[config.mk]
export PLATFORM = sky130hd
export DESIGN_NAME = seq_lut_loader_flat
export DESIGN_NICKNAME = d
export VERILOG_FILES = /design/src/rtl/seq_lut_pkg.sv /design/src/rtl/seq_lut_loader_if.sv /design/src/rtl/seq_lut_csum.sv /design/src/rtl/seq_lut_loader.sv /design/src/flat_wrapper.sv
export SDC_FILE = /design/constraint.sdc
export NUM_CORES = 1
export LEC_CHECK = 0
export ABC_AREA = 1
export CAP_MARGIN = 10
export CORE_ASPECT_RATIO = 0.6
export CORE_MARGIN = 2
export CORE_UTILIZATION = 34
export CTS_CLUSTER_SIZE = 25
export DETAILED_ROUTE_END_ITERATION = 16
export GPL_TIMING_DRIVEN = 0
export HOLD_SLACK_MARGIN = 0.02
export PLACE_DENSITY = 0.82
export REMOVE_ABC_BUFFERS = 1
export SLEW_MARGIN = 20
export SYNTH_ARGS = -nofsm -noshare
export SYNTH_HDL_FRONTEND = slang
export SYNTH_SLANG_ARGS = --single-unit
[constraint.sdc]
create_clock -name clk -period 1.98 [get_ports clk]
set_input_delay 0.396 -clock clk [delete_from_list [all_inputs] [get_ports clk]]
set_output_delay 0.396 -clock clk [all_outputs]
set_load 0.01 [all_outputs]
[src/rtl/seq_lut_pkg.sv]
// Shared types and constants for the sequencer LUT loader.
// Optional readback verification is enabled with the LUT_VERIFY_EN macro.
package seq_lut_pkg;

  localparam int unsigned LUT_DEPTH = 256;
  localparam int unsigned WR_W      = 37;
  localparam int unsigned RD_W      = 29;
  localparam int unsigned CNT_W     = 9;

  // Field layout of one sequencer LUT word.
  localparam int unsigned NEXT_STATE_LSB = 0;
  localparam int unsigned NEXT_STATE_MSB = 2;
  localparam int unsigned REPEAT_LSB     = 3;
  localparam int unsigned REPEAT_MSB     = 10;
  localparam int unsigned LENGTH_LSB     = 11;
  localparam int unsigned LENGTH_MSB     = 26;
  localparam int unsigned EOF_BIT        = 27;
  localparam int unsigned SOF_BIT        = 28;
  localparam int unsigned NEXT_ADDR_LSB  = 29;
  localparam int unsigned NEXT_ADDR_MSB  = 36;

  typedef enum logic [2:0] {
    StIdle,
    StClr,
    StWrite,
    StRbClr,
    StRead,
    StCheck,
    StRun,
    StErr
  } state_e;

endpackage

[src/rtl/seq_lut_loader_if.sv]
// Host word stream into the LUT loader: valid/data from host, ready from loader.
// Used unchanged whether or not LUT_VERIFY_EN is defined.
interface seq_lut_loader_if #(
  parameter int unsigned WR_W = seq_lut_pkg::WR_W
) ();

  logic            host_valid;
  logic [WR_W-1:0] host_data;
  logic            host_ready;

  modport master (
    output host_valid,
    output host_data,
    input  host_ready
  );

  modport slave (
    input  host_valid,
    input  host_data,
    output host_ready
  );

endinterface

[src/rtl/seq_lut_csum.sv]
// Clearable RD_W-bit modular accumulator; two instances compare write and
// readback sums when LUT_VERIFY_EN is defined.
module seq_lut_csum #(
  parameter int unsigned RD_W = seq_lut_pkg::RD_W
) (
  input  logic            clk,
  input  logic            reset_i,
  input  logic            clr_i,
  input  logic            add_i,
  input  logic [RD_W-1:0] data_i,
  output logic [RD_W-1:0] sum_o
);

  logic [RD_W-1:0] sum_q;

  always_ff @(posedge clk) begin
    if (reset_i || clr_i) begin
      sum_q <= '0;
    end else if (add_i) begin
      sum_q <= sum_q + data_i;
    end
  end

  assign sum_o = sum_q;

endmodule

[src/rtl/seq_lut_loader.sv]
// Loads host words into the sequencer LUT and releases the sequencer when done.
// Define LUT_VERIFY_EN to add a readback pass whose sum must match the written sum.
module seq_lut_loader #(
  parameter int unsigned LUT_DEPTH = seq_lut_pkg::LUT_DEPTH,
  parameter int unsigned WR_W      = seq_lut_pkg::WR_W,
  parameter int unsigned RD_W      = seq_lut_pkg::RD_W
) (
  input  logic                  clk,
  input  logic                  reset_i,
  input  logic                  start_i,
  input  logic                  abort_i,
  input  logic [8:0]            num_entries_i,
  seq_lut_loader_if.slave       host,
  output logic                  seq_reset_o,
  output logic                  lut_wen_o,
  output logic [WR_W-1:0]       lut_write_data_o,
  output logic                  lut_rden_o,
  input  logic [RD_W-1:0]       lut_read_data_i,
  output logic                  config_done_o,
  output logic                  busy_o,
  output logic                  error_o,
  output logic [8:0]            entry_count_o
);

  import seq_lut_pkg::*;

  state_e     state_q, state_d;
  logic [8:0] num_q, num_d;
  logic [8:0] cnt_q, cnt_d;
  logic       err_q, err_d;
  // Set when CLR is the abort pulse rather than the start of a load.
  logic       abort_q, abort_d;
  logic       start_ok;
  logic       wr_fire;

  assign start_ok = (num_entries_i != '0) && (32'(num_entries_i) <= LUT_DEPTH);
  assign wr_fire  = lut_wen_o;

`ifdef LUT_VERIFY_EN
  logic [8:0]      rd_cnt_q, rd_cnt_d;
  logic            rden_q;
  logic            wsum_clr, rsum_clr;
  logic [RD_W-1:0] wr_sum, rd_sum;

  seq_lut_csum #(.RD_W(RD_W)) u_wr_sum (
    .clk     (clk),
    .reset_i (reset_i),
    .clr_i   (wsum_clr),
    .add_i   (wr_fire),
    .data_i  (host.host_data[RD_W-1:0]),
    .sum_o   (wr_sum)
  );

  seq_lut_csum #(.RD_W(RD_W)) u_rd_sum (
    .clk     (clk),
    .reset_i (reset_i),
    .clr_i   (rsum_clr),
    .add_i   (rden_q),
    .data_i  (lut_read_data_i),
    .sum_o   (rd_sum)
  );
`else
  logic unused_rd_data;
  assign unused_rd_data = ^lut_read_data_i;
`endif

  always_comb begin
    state_d = state_q;
    num_d   = num_q;
    cnt_d   = cnt_q;
    err_d   = err_q;
    abort_d = abort_q;
`ifdef LUT_VERIFY_EN
    rd_cnt_d = rd_cnt_q;
    wsum_clr = 1'b0;
    rsum_clr = 1'b0;
`endif
    if (abort_i && (state_q != StIdle)) begin
      state_d = StClr;
      abort_d = 1'b1;
    end else begin
      unique case (state_q)
        StIdle, StRun, StErr: begin
          if (start_i) begin
            if (start_ok) begin
              num_d   = num_entries_i;
              cnt_d   = '0;
              err_d   = 1'b0;
              abort_d = 1'b0;
              state_d = StClr;
`ifdef LUT_VERIFY_EN
              wsum_clr = 1'b1;
`endif
            end else begin
              err_d   = 1'b1;
              state_d = StErr;
            end
          end
        end
        StClr: begin
          abort_d = 1'b0;
          state_d = abort_q ? StIdle : StWrite;
        end
        StWrite: begin
          if (wr_fire) begin
            cnt_d = cnt_q + 9'd1;
            if (cnt_q + 9'd1 == num_q) begin
`ifdef LUT_VERIFY_EN
              state_d = StRbClr;
`else
              state_d = StRun;
`endif
            end
          end
        end
`ifdef LUT_VERIFY_EN
        StRbClr: begin
          rd_cnt_d = '0;
          rsum_clr = 1'b1;
          state_d  = StRead;
        end
        StRead: begin
          rd_cnt_d = rd_cnt_q + 9'd1;
          if (rd_cnt_q + 9'd1 == num_q) state_d = StCheck;
        end
        StCheck: begin
          // The final readback word lands one cycle after the last strobe.
          if (!rden_q) begin
            if (rd_sum == wr_sum) begin
              state_d = StRun;
            end else begin
              err_d   = 1'b1;
              state_d = StErr;
            end
          end
        end
`else
        StRbClr, StRead, StCheck: state_d = StIdle;
`endif
        default: state_d = StIdle;
      endcase
    end
  end

  always_ff @(posedge clk) begin
    if (reset_i) begin
      state_q <= StIdle;
      num_q   <= '0;
      cnt_q   <= '0;
      err_q   <= 1'b0;
      abort_q <= 1'b0;
    end else begin
      state_q <= state_d;
      num_q   <= num_d;
      cnt_q   <= cnt_d;
      err_q   <= err_d;
      abort_q <= abort_d;
    end
  end

`ifdef LUT_VERIFY_EN
  always_ff @(posedge clk) begin
    if (reset_i) begin
      rd_cnt_q <= '0;
      rden_q   <= 1'b0;
    end else begin
      rd_cnt_q <= rd_cnt_d;
      rden_q   <= lut_rden_o;
    end
  end

  assign lut_rden_o = !reset_i && (state_q == StRead);
`else
  assign lut_rden_o = 1'b0;
`endif

  assign seq_reset_o      = reset_i || (state_q == StClr) || (state_q == StRbClr);
  assign host.host_ready  = !reset_i && (state_q == StWrite);
  assign lut_wen_o        = host.host_ready && host.host_valid;
  assign lut_write_data_o = lut_wen_o ? host.host_data : '0;
  assign config_done_o    = !reset_i && (state_q == StRun);
  assign busy_o           = !reset_i && !(state_q inside {StIdle, StRun, StErr});
  assign error_o          = !reset_i && err_q;
  assign entry_count_o    = reset_i ? '0 : cnt_q;

endmodule

[src/flat_wrapper.sv]
// flat-port wrapper written by rule: the top's interface ports become plain ports
module seq_lut_loader_flat import seq_lut_pkg::*;
#(
  parameter int unsigned LUT_DEPTH = seq_lut_pkg::LUT_DEPTH,
  parameter int unsigned WR_W      = seq_lut_pkg::WR_W,
  parameter int unsigned RD_W      = seq_lut_pkg::RD_W
)
  (clk, reset_i, start_i, abort_i, num_entries_i, seq_reset_o, lut_wen_o, lut_write_data_o, lut_rden_o, lut_read_data_i, config_done_o, busy_o, error_o, entry_count_o, host_host_valid, host_host_data, host_host_ready);
  seq_lut_loader_if #(.WR_W(WR_W)) host_i ();
  input  logic clk;
  input  logic reset_i;
  input  logic start_i;
  input  logic abort_i;
  input  logic [8:0] num_entries_i;
  output logic seq_reset_o;
  output logic lut_wen_o;
  output logic [WR_W-1:0] lut_write_data_o;
  output logic lut_rden_o;
  input  logic [RD_W-1:0] lut_read_data_i;
  output logic config_done_o;
  output logic busy_o;
  output logic error_o;
  output logic [8:0] entry_count_o;
  input wire logic [$bits(host_i.host_valid)-1:0] host_host_valid;
  input wire logic [$bits(host_i.host_data)-1:0] host_host_data;
  output wire logic [$bits(host_i.host_ready)-1:0] host_host_ready;
  assign host_i.host_valid = host_host_valid;
  assign host_i.host_data = host_host_data;
  assign host_host_ready = host_i.host_ready;
  seq_lut_loader #(.LUT_DEPTH(LUT_DEPTH), .WR_W(WR_W), .RD_W(RD_W)) u_core (.clk(clk), .reset_i(reset_i), .start_i(start_i), .abort_i(abort_i), .num_entries_i(num_entries_i), .host(host_i), .seq_reset_o(seq_reset_o), .lut_wen_o(lut_wen_o), .lut_write_data_o(lut_write_data_o), .lut_rden_o(lut_rden_o), .lut_read_data_i(lut_read_data_i), .config_done_o(config_done_o), .busy_o(busy_o), .error_o(error_o), .entry_count_o(entry_count_o));
endmodule
Yosys cells after proc, flatten, opt, wreduce, memory -nomap -nowiden:

Index checks and enable logic that the tools add are counted.

* output and inout bits: 53
* word-level logic and storage cells: 69
* bits of input ports: 80
* register bits: 23

* add/sub/neg operators: 1
* eq/ne operators: 16
* multiplexer cells: 18
* order comparisons: 1
* bitwise logic cells: 1
* reductions and logical operators: 26

Operators with widths (count)
* 37-bit two-way mux: 1
* 9-bit two-way mux: 4
* 9-bit case mux with 2 select lines: 1
* 3-bit == test, second input constant: 4
* 3-bit two-way mux: 4
* 3-bit case mux with 4 select lines: 1
* 3-bit AND reduction: 4
* 9-bit by 1-bit adder with 9-bit output, second input constant: 1
* 9-bit == test: 1
* 9-bit <= comparator, second input constant: 1
* 3-bit by 1-bit inequality test with 1-bit output, second input constant: 3
* 3-bit nonzero test: 3
* 9-bit nonzero test: 1
* 1-bit logical AND: 7
* 3-bit by 2-bit == test with 1-bit output, second input constant: 2
* 2-bit by 1-bit inequality test with 1-bit output, second input constant: 3
* 3-bit OR reduction: 2
* 1-bit two-way mux: 5
* 5-bit AND reduction: 1
* 4-bit AND reduction: 1
* 3-bit by 1-bit == test with 1-bit output, second input constant: 1
* 3-bit zero test: 1
* 3-bit by 2-bit inequality test with 1-bit output, second input constant: 1
* 1-bit zero test: 2
* other kinds (7): 8

Logic depth before layout (Yosys ltp):

Gate-level depths: netlist (run 1).

* depth in word-level cells: 6
* depth in mapped cells: 13
* mapped depth without buffers: 13

Worst setup path before layout (run 1):

No wires, ideal clock.

* kind: input -> output
* from: input reset_i
* to: output lut_wen_o
* path slack: 0.058 ns
* required time: 1.584 ns
* buffers on the path: 3
* cell stages on the path: 6
* arrival time: 1.526 ns
* path through: clkbuf_1 nor2_4 nand2_2 clkbuf_1 buf_1 inv_1

* cells in the longest elaborated chain, start to end: 3

RTL lines
* start: declaration: line flat_wrapper.sv:11 `input logic reset_i;`
* 1-bit zero test: line seq_lut_loader.sv:178 `assign host.host_ready = !reset_i && (state_q == StWrite);`
* 1-bit logical AND: line seq_lut_loader.sv:178
* named net host_host_ready: line flat_wrapper.sv:26 `output wire logic [$bits(host_i.host_ready)-1:0] host_host_ready;`
* 1-bit logical AND: line seq_lut_loader.sv:179 `assign lut_wen_o = host.host_ready && host.host_valid;`
* end: declaration: line flat_wrapper.sv:16 `output logic lut_wen_o;`

The timed path passes the listed nets, and every way through them passes these cells.

Final worst setup path (run 1):

* from: register u_core.state_q[1]
* to: output lut_write_data_o[0]

* cells in the longest elaborated chain, start to end: 4

RTL lines
* start: declaration: line seq_lut_loader.sv:27 `state_e state_q, state_d;`
* start signal: assignment: line seq_lut_loader.sv:147 `state_q <= StIdle;`
* start signal: assignment: line seq_lut_loader.sv:153 `state_q <= state_d;`
* 3-bit by 2-bit == test with 1-bit output: line seq_lut_loader.sv:178
* 1-bit logical AND: line seq_lut_loader.sv:178
* 1-bit logical AND: line seq_lut_loader.sv:179
* 37-bit two-way mux: line seq_lut_loader.sv:180 `assign lut_write_data_o = lut_wen_o ? host.host_data : '0;`
* end: declaration: line flat_wrapper.sv:17 `output logic [WR_W-1:0] lut_write_data_o;`

Every way passes these cells.

==> results of run 1 <==
power by group through the flow:
stage | logic, mW | registers, mW | clock network (mW)
global route | 1.25 | 0.657 | 0.343
finish | 1.16 | 0.644 | 0.311
detailed placement | 0.893 | 0.639 | 0
floorplan | 0.579 | 0.617 | 0
global placement | 0.879 | 0.635 | 0
CTS | 0.998 | 0.631 | 0.312
critical path: stages (launching register included):
cell and delay (ns):
dfxtp_2 0.35, inv_2 0.06, nor3_4 0.22, inv_2 0.08, nor2_4 0.12, buf_12 0.14, buf_8 0.13, nand2_8 0.09
nor2_1 0.12, buf_2 0.15
through the flow:
step / TNS (ns) / instance area, um^2
floorplan: -2.93 / 1670
CTS: -2.46 / 3010
global route: -7.13 / 3210
global placement: -57.32 / 2770
detailed placement: -56.85 / 2770
finish: -3.58 / 3210
cell families (layout without fill, tap and decap cells):
group	count (synthesis)	after routing	share of synthesized area
buffers and inverters	76	184	0.173
xor gates and xnor gates	4	4	0.0203
and+or+nand+nor	163	168	0.400
DFF	23	23	0.267
AOI/OAI and AO/OA	35	35	0.130
adders and majority gates	1	1	0.00726
other	1	1	0.00218
sequential cells by signal (all words and copies together) (netlist names):
signal,flops
u_core.num_q,9
u_core.err_q,1
u_core.cnt_q,9
u_core.abort_q,1
u_core.state_q,3
layer usage:
layer  share of wire  wire length, um  vias up  GRT usage
met5               0                0        -          0
met2            0.48             3000       69      0.310
met1            0.47             2970      971      0.299
met3           0.046              293        6     0.0407
met4          0.0076               48        0     0.0388
li1                -                -     1138          -
layout by cell type (no fill, tap or decap), types with 3 or more instances in the layout:
| cell type | netlist | routed |
|---|---|---|
| buf_4 | 1 | 11 |
| a21oi_1 | 10 | 10 |
| buf_6 | 1 | 13 |
| nand2_8 | 0 | 4 |
| buf_2 | 1 | 8 |
| clkdlybuf4s50_1 | 0 | 59 |
| inv_2 | 4 | 5 |
| nor2_4 | 1 | 14 |
| dfxtp_1 | 23 | 19 |
| inv_1 | 61 | 59 |
| clkdlybuf4s15_2 | 0 | 18 |
| nor2_2 | 0 | 19 |
| nor2_1 | 75 | 43 |
| o21ai_0 | 12 | 12 |
| dfxtp_2 | 0 | 3 |
| clkbuf_8 | 0 | 3 |
| nand2_1 | 58 | 58 |
| nand3_1 | 22 | 22 |
| o21ai_2 | 9 | 9 |
cell type report:
class | count | area share
repair buffers | 115 | 0.358
clock inverters | 1 | 0.00234
clock buffers | 3 | 0.0129
multi-input cells | 209 | 0.378
well taps | 66 | 0.0258
flip-flops and latches | 23 | 0.146
inverters | 65 | 0.0773
repair_timing:
action,in CTS,in global routing
gates resized for setup,191,31
setup buffers,6,7
gates cloned,4,1
endpoints found under the setup margin,63,62
pin swaps,26,25
synthesized netlist by cell type (all sizes together):
master,count
buf,6
clkbuf,5
a31oi,1
inv,65
a21oi,11
dfxtp,23
o21ai,22
conb,1
xnor2,1
nor2,76
ha,1
nand2,59
nand4,2
xor2,3
o21bai,1
nand3,22
or2,1
nor3,2
nand3b,1
worst max-delay path by stage:
stage | depth (start not counted) | slack [ns] | endpoint | start
final | 9 | -0.17 | lut_write_data_o[0] | u_core.state_q[1]$_SDFFE_PP0P_
after global routing | 8 | -0.25 | lut_wen_o | u_core.state_q[1]$_SDFFE_PP0P_
after CTS | 9 | -0.12 | lut_write_data_o[0] | u_core.state_q[1]$_SDFFE_PP0P_
after detailed placement | 5 | -1.11 | lut_write_data_o[11] | reset_i
after global placement | 5 | -1.15 | lut_write_data_o[11] | reset_i
after floorplan | 8 | -0.21 | u_core.cnt_q[0]$_SDFFE_PP0P_ | u_core.state_q[0]$_SDFFE_PP0P_
==> summary.txt, run 1 <==
Hold path
  – Hold Path Sink: u_core.state_q[0]$_SDFFE_PP0P_
  – Hold Path Depth: 2
  – Min-Delay Startpoint: reset_i
  – Worst hold path type: input pin to flip-flop

Global route
  – First-pass GRT wire length: roughly 9 mm
  – GRT Residual Overflow: 0
  – Global-route usage over all layers: 0.203
  – Initial antenna violation count: 0
  – Vias in the first global route: 1900
  – Largest net degree at the start of global routing: 19

CTS
  – Total CTS buffers: 3
  – Clock Latency Late Sink: roughly 0.27 ns
  – CTS clock-pin slew for the worst setup and hold paths: 0.09 ns
  – Hold buffers post-CTS: 0
  – Max clock buf depth: 2
  – TritonCTS clock tree: yes
  – Htree depth: 1
  – Clock root buffer: clkbuf_8
  – Sink Count: 23

Routing
  – Pre-Repair DR Iteration Count: 4
  – DR vias: 2184
  – DRC: 0
  – Wire per inst: approximately 13 um
  – Routed Antenna Nets: 0
  – Final wirelength: approximately 6.3 mm
  – DRT iter0 DRCs: around 170
  – Vias per inst: approximately 4.5

Synth
  – Synthesized area: approximately 1700 um^2
  – Synth cell types: 30
  – Area leader, netlist: dfxtp_1
  – Share of the synthesized area in the top cell type: 0.267
  – Synthesized flop and latch total: 23
  – Mean area per synthesized cell: between 5 and 6 um^2
  – Top post-synthesis cells by area: dfxtp_1, nor2_1, inv_1, nand2_1, nand3_1
  – Yosys warning count: 0
  – Cells after synthesis: roughly 300
  – Sequential fraction of the synthesis area: 0.267

Finish
  – Combined area of the multi-input logic cells: between 1000 and 1500 um^2
  – Sequential Area: ~470 um^2
  – Fillers: ~420
  – Area delta synth->final: 86.1%
  – Ant diodes: 0
  – Nets: around 500
  – Fraction of layout cells with a size suffix above 1: 0.288
  – Final Util: 0.644
  – Final Non-Filler Cells: just under 500

Die
  – Die Area: 5670 um^2
  – Die width: approximately 96 um
  – Starting Density: 0.346
  – Die H: 59.1 um
  – # IOs: 133
  – Core area: ~5000 um^2
  – Placement Rows: 20

Pwr
  – Pwr/cell area: 659 nW/um^2
  – Combinational power share: 0.549
  – Pleak: roughly 1.4 nW
  – Clk network pwr share: 0.147
  – Total power: approximately 2.1 mW
  – Sw frac: 0.429
  – IR drop worst, VDD: between 0.5 and 0.6 mV
  – Sw Pwr: 0.907 mW
  – Sequential power share: 0.304
  – P_int: about 1.2 mW

Placed design
  – Placer congestion estimate: 0.817
  – Pre-CTS WS: -1.11 ns
  – Post-DP HPWL: between 4 and 5 mm
  – Number of I/O port buffers: between 100 and 150
  – Placed Instances: 460

STA
  – Endpoints failing setup: 39
  – Slew Viols, Final: 0
  – Fin crit share: 1.08
  – Clk_skew: 0.00393 ns
  – Tmin final: 2.15 ns
  – RSZ-0062 raised after global routing: true
  – Fmax: ~470 MHz
  – Worst setup margin: -0.167 ns
  – Final Hold Vio Count: 0
  – Fin Hold WS: between 0.4 and 0.5 ns

Critical path
  – Worst-case reg-to-reg path depth: 11
  – Startpoint Class: flip-flop
  – Crit path arrival time: between 1.5 and 2 ns
  – Worst Path Required: roughly 1.6 ns
  – Worst-path fanout max: 5
  – Reg-to-reg startpoint: u_core.cnt_q[1]$_SDFFE_PP0P_
  – Critical Path Sink Type: output port
  – Reg2reg end: u_core.state_q[1]$_SDFFE_PP0P_
  – R2R Setup Slk: 0.06 ns
  – Crit Path Class: flip-flop to output port

Flow run
  – Max Cap Viol: 0

Run status
  – Status: finished, violations left
  – Failing checks: setup timing
No activity file was read; power rests on OpenSTA's default activity.
==> inputs of run 2 (changes only) <==
ABC_CLOCK_PERIOD_IN_PS = 1980   (was default)
MAX_ROUTING_LAYER = met4   (was default)
==> run 2 against run 1 <==
  * The run still ends with setup timing left
  * Critical endpoint unchanged
  * Final cell count unchanged
  * Power down 0.22%
  * Clock skew about the same
  * Largest cell class unchanged
  * Combinational power about the same
  * Sequential share of layout area unchanged
  * Non-clock buffer count unchanged
==> summary.txt, run 2 (synthesized netlist as in run 1, its figures left out) <==
Hold path
  – Hold Path Sink: u_core.state_q[0]$_SDFFE_PP0P_ (unchanged)
  – Hold Path Depth: 2 (unchanged)
  – Worst hold path type: input pin to flip-flop (unchanged)
  – Min-Delay Startpoint: reset_i (unchanged)

STA
  – Final Hold Vio Count: 0 (unchanged)
  – Fin Hold WS: 0.464 ns (was 0.455 ns)
  – Fmax: 466 MHz (about the same)
  – Clk_skew: 0.00417 ns (was 0.00393 ns)
  – RSZ-0062 raised after global routing: true (unchanged)
  – Fin crit share: 1.08 (about the same)
  – Endpoints failing setup: 39 (unchanged)
  – Tmin final: 2.15 ns (about the same)
  – Slew Viols, Final: 0 (unchanged)
  – Worst setup margin: -0.165 ns (was -0.167 ns)

Global route
  – Vias in the first global route: 1895 (was 1900)
  – Largest net degree at the start of global routing: 19 (unchanged)
  – Global-route usage over all layers: 0.210 (was 0.203)
  – First-pass GRT wire length: 9.01 mm (was 8.98 mm)
  – GRT Residual Overflow: 0 (unchanged)
  – Initial antenna violation count: 0 (unchanged)

CTS
  – Sink Count: 23 (unchanged)
  – Clock root buffer: clkbuf_8 (unchanged)
  – Total CTS buffers: 3 (unchanged)
  – Max clock buf depth: 2 (unchanged)
  – Htree depth: 1 (unchanged)
  – CTS clock-pin slew for the worst setup and hold paths: 0.09 ns (about the same)
  – TritonCTS clock tree: yes (unchanged)
  – Hold buffers post-CTS: 0 (unchanged)
  – Clock Latency Late Sink: 0.27 ns (about the same)

Finish
  – Final Non-Filler Cells: 482 (unchanged)
  – Final non-filler cell area: 3210 um^2 (unchanged)
  – Area delta synth->final: 86.1% (unchanged)
  – Fraction of layout cells with a size suffix above 1: 0.288 (unchanged)
  – Most frequent cells in the layout: inv_1, clkdlybuf4s50_1, nand2_1, nor2_1, nand3_1 (unchanged)
  – Nets: 498 (unchanged)
  – Ant diodes: 0 (unchanged)
  – Biggest regs: u_core.cnt_q x9, u_core.num_q x9, u_core.state_q x3 (unchanged)

Routing
  – Routed Antenna Nets: 0 (unchanged)
  – Final wirelength: 6.32 mm (was 6.31 mm)
  – Wire per inst: 13.1 um (about the same)
  – Vias per inst: 4.51 (was 4.53)
  – DR vias: 2176 (was 2184)
  – DRT iter0 DRCs: 168 (was 171)
  – DRC: 0 (unchanged)
  – Pre-Repair DR Iteration Count: 5 (was 4)

Critical path
  – Startpoint Class: flip-flop (unchanged)
  – Crit path arrival time: 1.75 ns (about the same)
  – Worst-path fanout max: 5 (unchanged)
  – Reg-to-reg startpoint: u_core.cnt_q[0]$_SDFFE_PP0P_ (was u_core.cnt_q[1]$_SDFFE_PP0P_)
  – Crit Path Class: flip-flop to output port (unchanged)
  – Reg2reg end: u_core.state_q[1]$_SDFFE_PP0P_ (unchanged)
  – Worst Path Required: 1.58 ns (about the same)
  – Critical Path Sink Type: output port (unchanged)
  – R2R Setup Slk: 0.06 ns (about the same)
  – Worst-case reg-to-reg path depth: 11 (unchanged)

Placed design
  – Placed Area: 2770 um^2 (unchanged)
  – Placer congestion estimate: 0.830 (was 0.817)
  – Post-DP HPWL: 4.16 mm (unchanged)
  – Number of I/O port buffers: 102 (unchanged)
  – Placed Instances: 460 (unchanged)
  – Pre-CTS WS: -1.11 ns (unchanged)

Die
  – Die width: 95.9 um (unchanged)
  – # IOs: 133 (unchanged)
  – Die Area: 5670 um^2 (unchanged)
  – Die H: 59.1 um (unchanged)
  – Starting Density: 0.346 (unchanged)
  – Placement Rows: 20 (unchanged)
  – Core area: 4980 um^2 (unchanged)

Run status
  – Status: finished, violations left (unchanged)
  – Failing checks: setup timing (unchanged)

Pwr
  – Pwr/cell area: 658 nW/um^2 (was 659 nW/um^2)
  – IR drop worst, VDD: 0.555 mV (was 0.556 mV)
  – Total power: 2.11 mW (about the same)
  – Pleak: 1.42 nW (unchanged)

Flow run
  – Max Cap Viol: 0 (unchanged)
-- run 2: cell counts in the layout (fill, tap and decap cells not counted) --
Identical to the previous run, type by type.
-- run 2: metrics by stage --
step | TNS, ns | util
finish | -3.51 | 0.644
global route | -7.13 | 0.644
CTS | -2.46 | 0.605
detailed placement | -56.85 | 0.557
global placement | -57.32 | 0.557
floorplan | -2.93 | -
-- run 2: what timing repair did --
item / in CTS / in global routing
gates resized for setup: 191 / 31
setup endpoints to repair: 63 / 62
cloned: 4 / 1
setup buffers: 6 / 7
hold endpoints to repair: 0 / 0
pin swaps: 26 / 25
-- run 2: worst max path at each step --
stage | from | to | slack [ns]
final | u_core.state_q[1]$_SDFFE_PP0P_ | lut_write_data_o[0] | -0.17
after global routing | u_core.state_q[1]$_SDFFE_PP0P_ | lut_wen_o | -0.25
after CTS | u_core.state_q[1]$_SDFFE_PP0P_ | lut_write_data_o[0] | -0.12
after detailed placement | reset_i | lut_write_data_o[11] | -1.11
after global placement | reset_i | lut_write_data_o[11] | -1.15
after floorplan | u_core.state_q[0]$_SDFFE_PP0P_ | u_core.cnt_q[0]$_SDFFE_PP0P_ | -0.21
-- run 2: critical path: stages (launching register included) --
cell and delay, ns:
dfxtp_2 0.35, inv_2 0.06, nor3_4 0.22, inv_2 0.08
nor2_4 0.12, buf_12 0.14, buf_8 0.13, nand2_8 0.09
nor2_1 0.12, buf_2 0.15
-- run 2: cell type report --
type                    instances  area [um^2]
clock buffers                   3         41.3
clock inverters                 1         7.51
fillers                       418         1770
inverters                      65          248
multi-input cells             209         1210
flip-flops and latches         23          468
well taps                      66         82.6
repair buffers                115         1150
-- run 2: layer usage --
metal	global-route usage	part of all wire	vias up
li1	-	-	1138
met1	0.300	0.47	966
met2	0.312	0.48	68
met3	0.0420	0.052	4
met4	0.0347	0.0028	0
met5	-	0	-
-- run 2: where the power goes --
group | internal [mW] | switching, mW
Combinational | 0.506 | 0.650
Clock | 0.143 | 0.168
Sequential | 0.558 | 0.0845
Total | 1.21 | 0.903
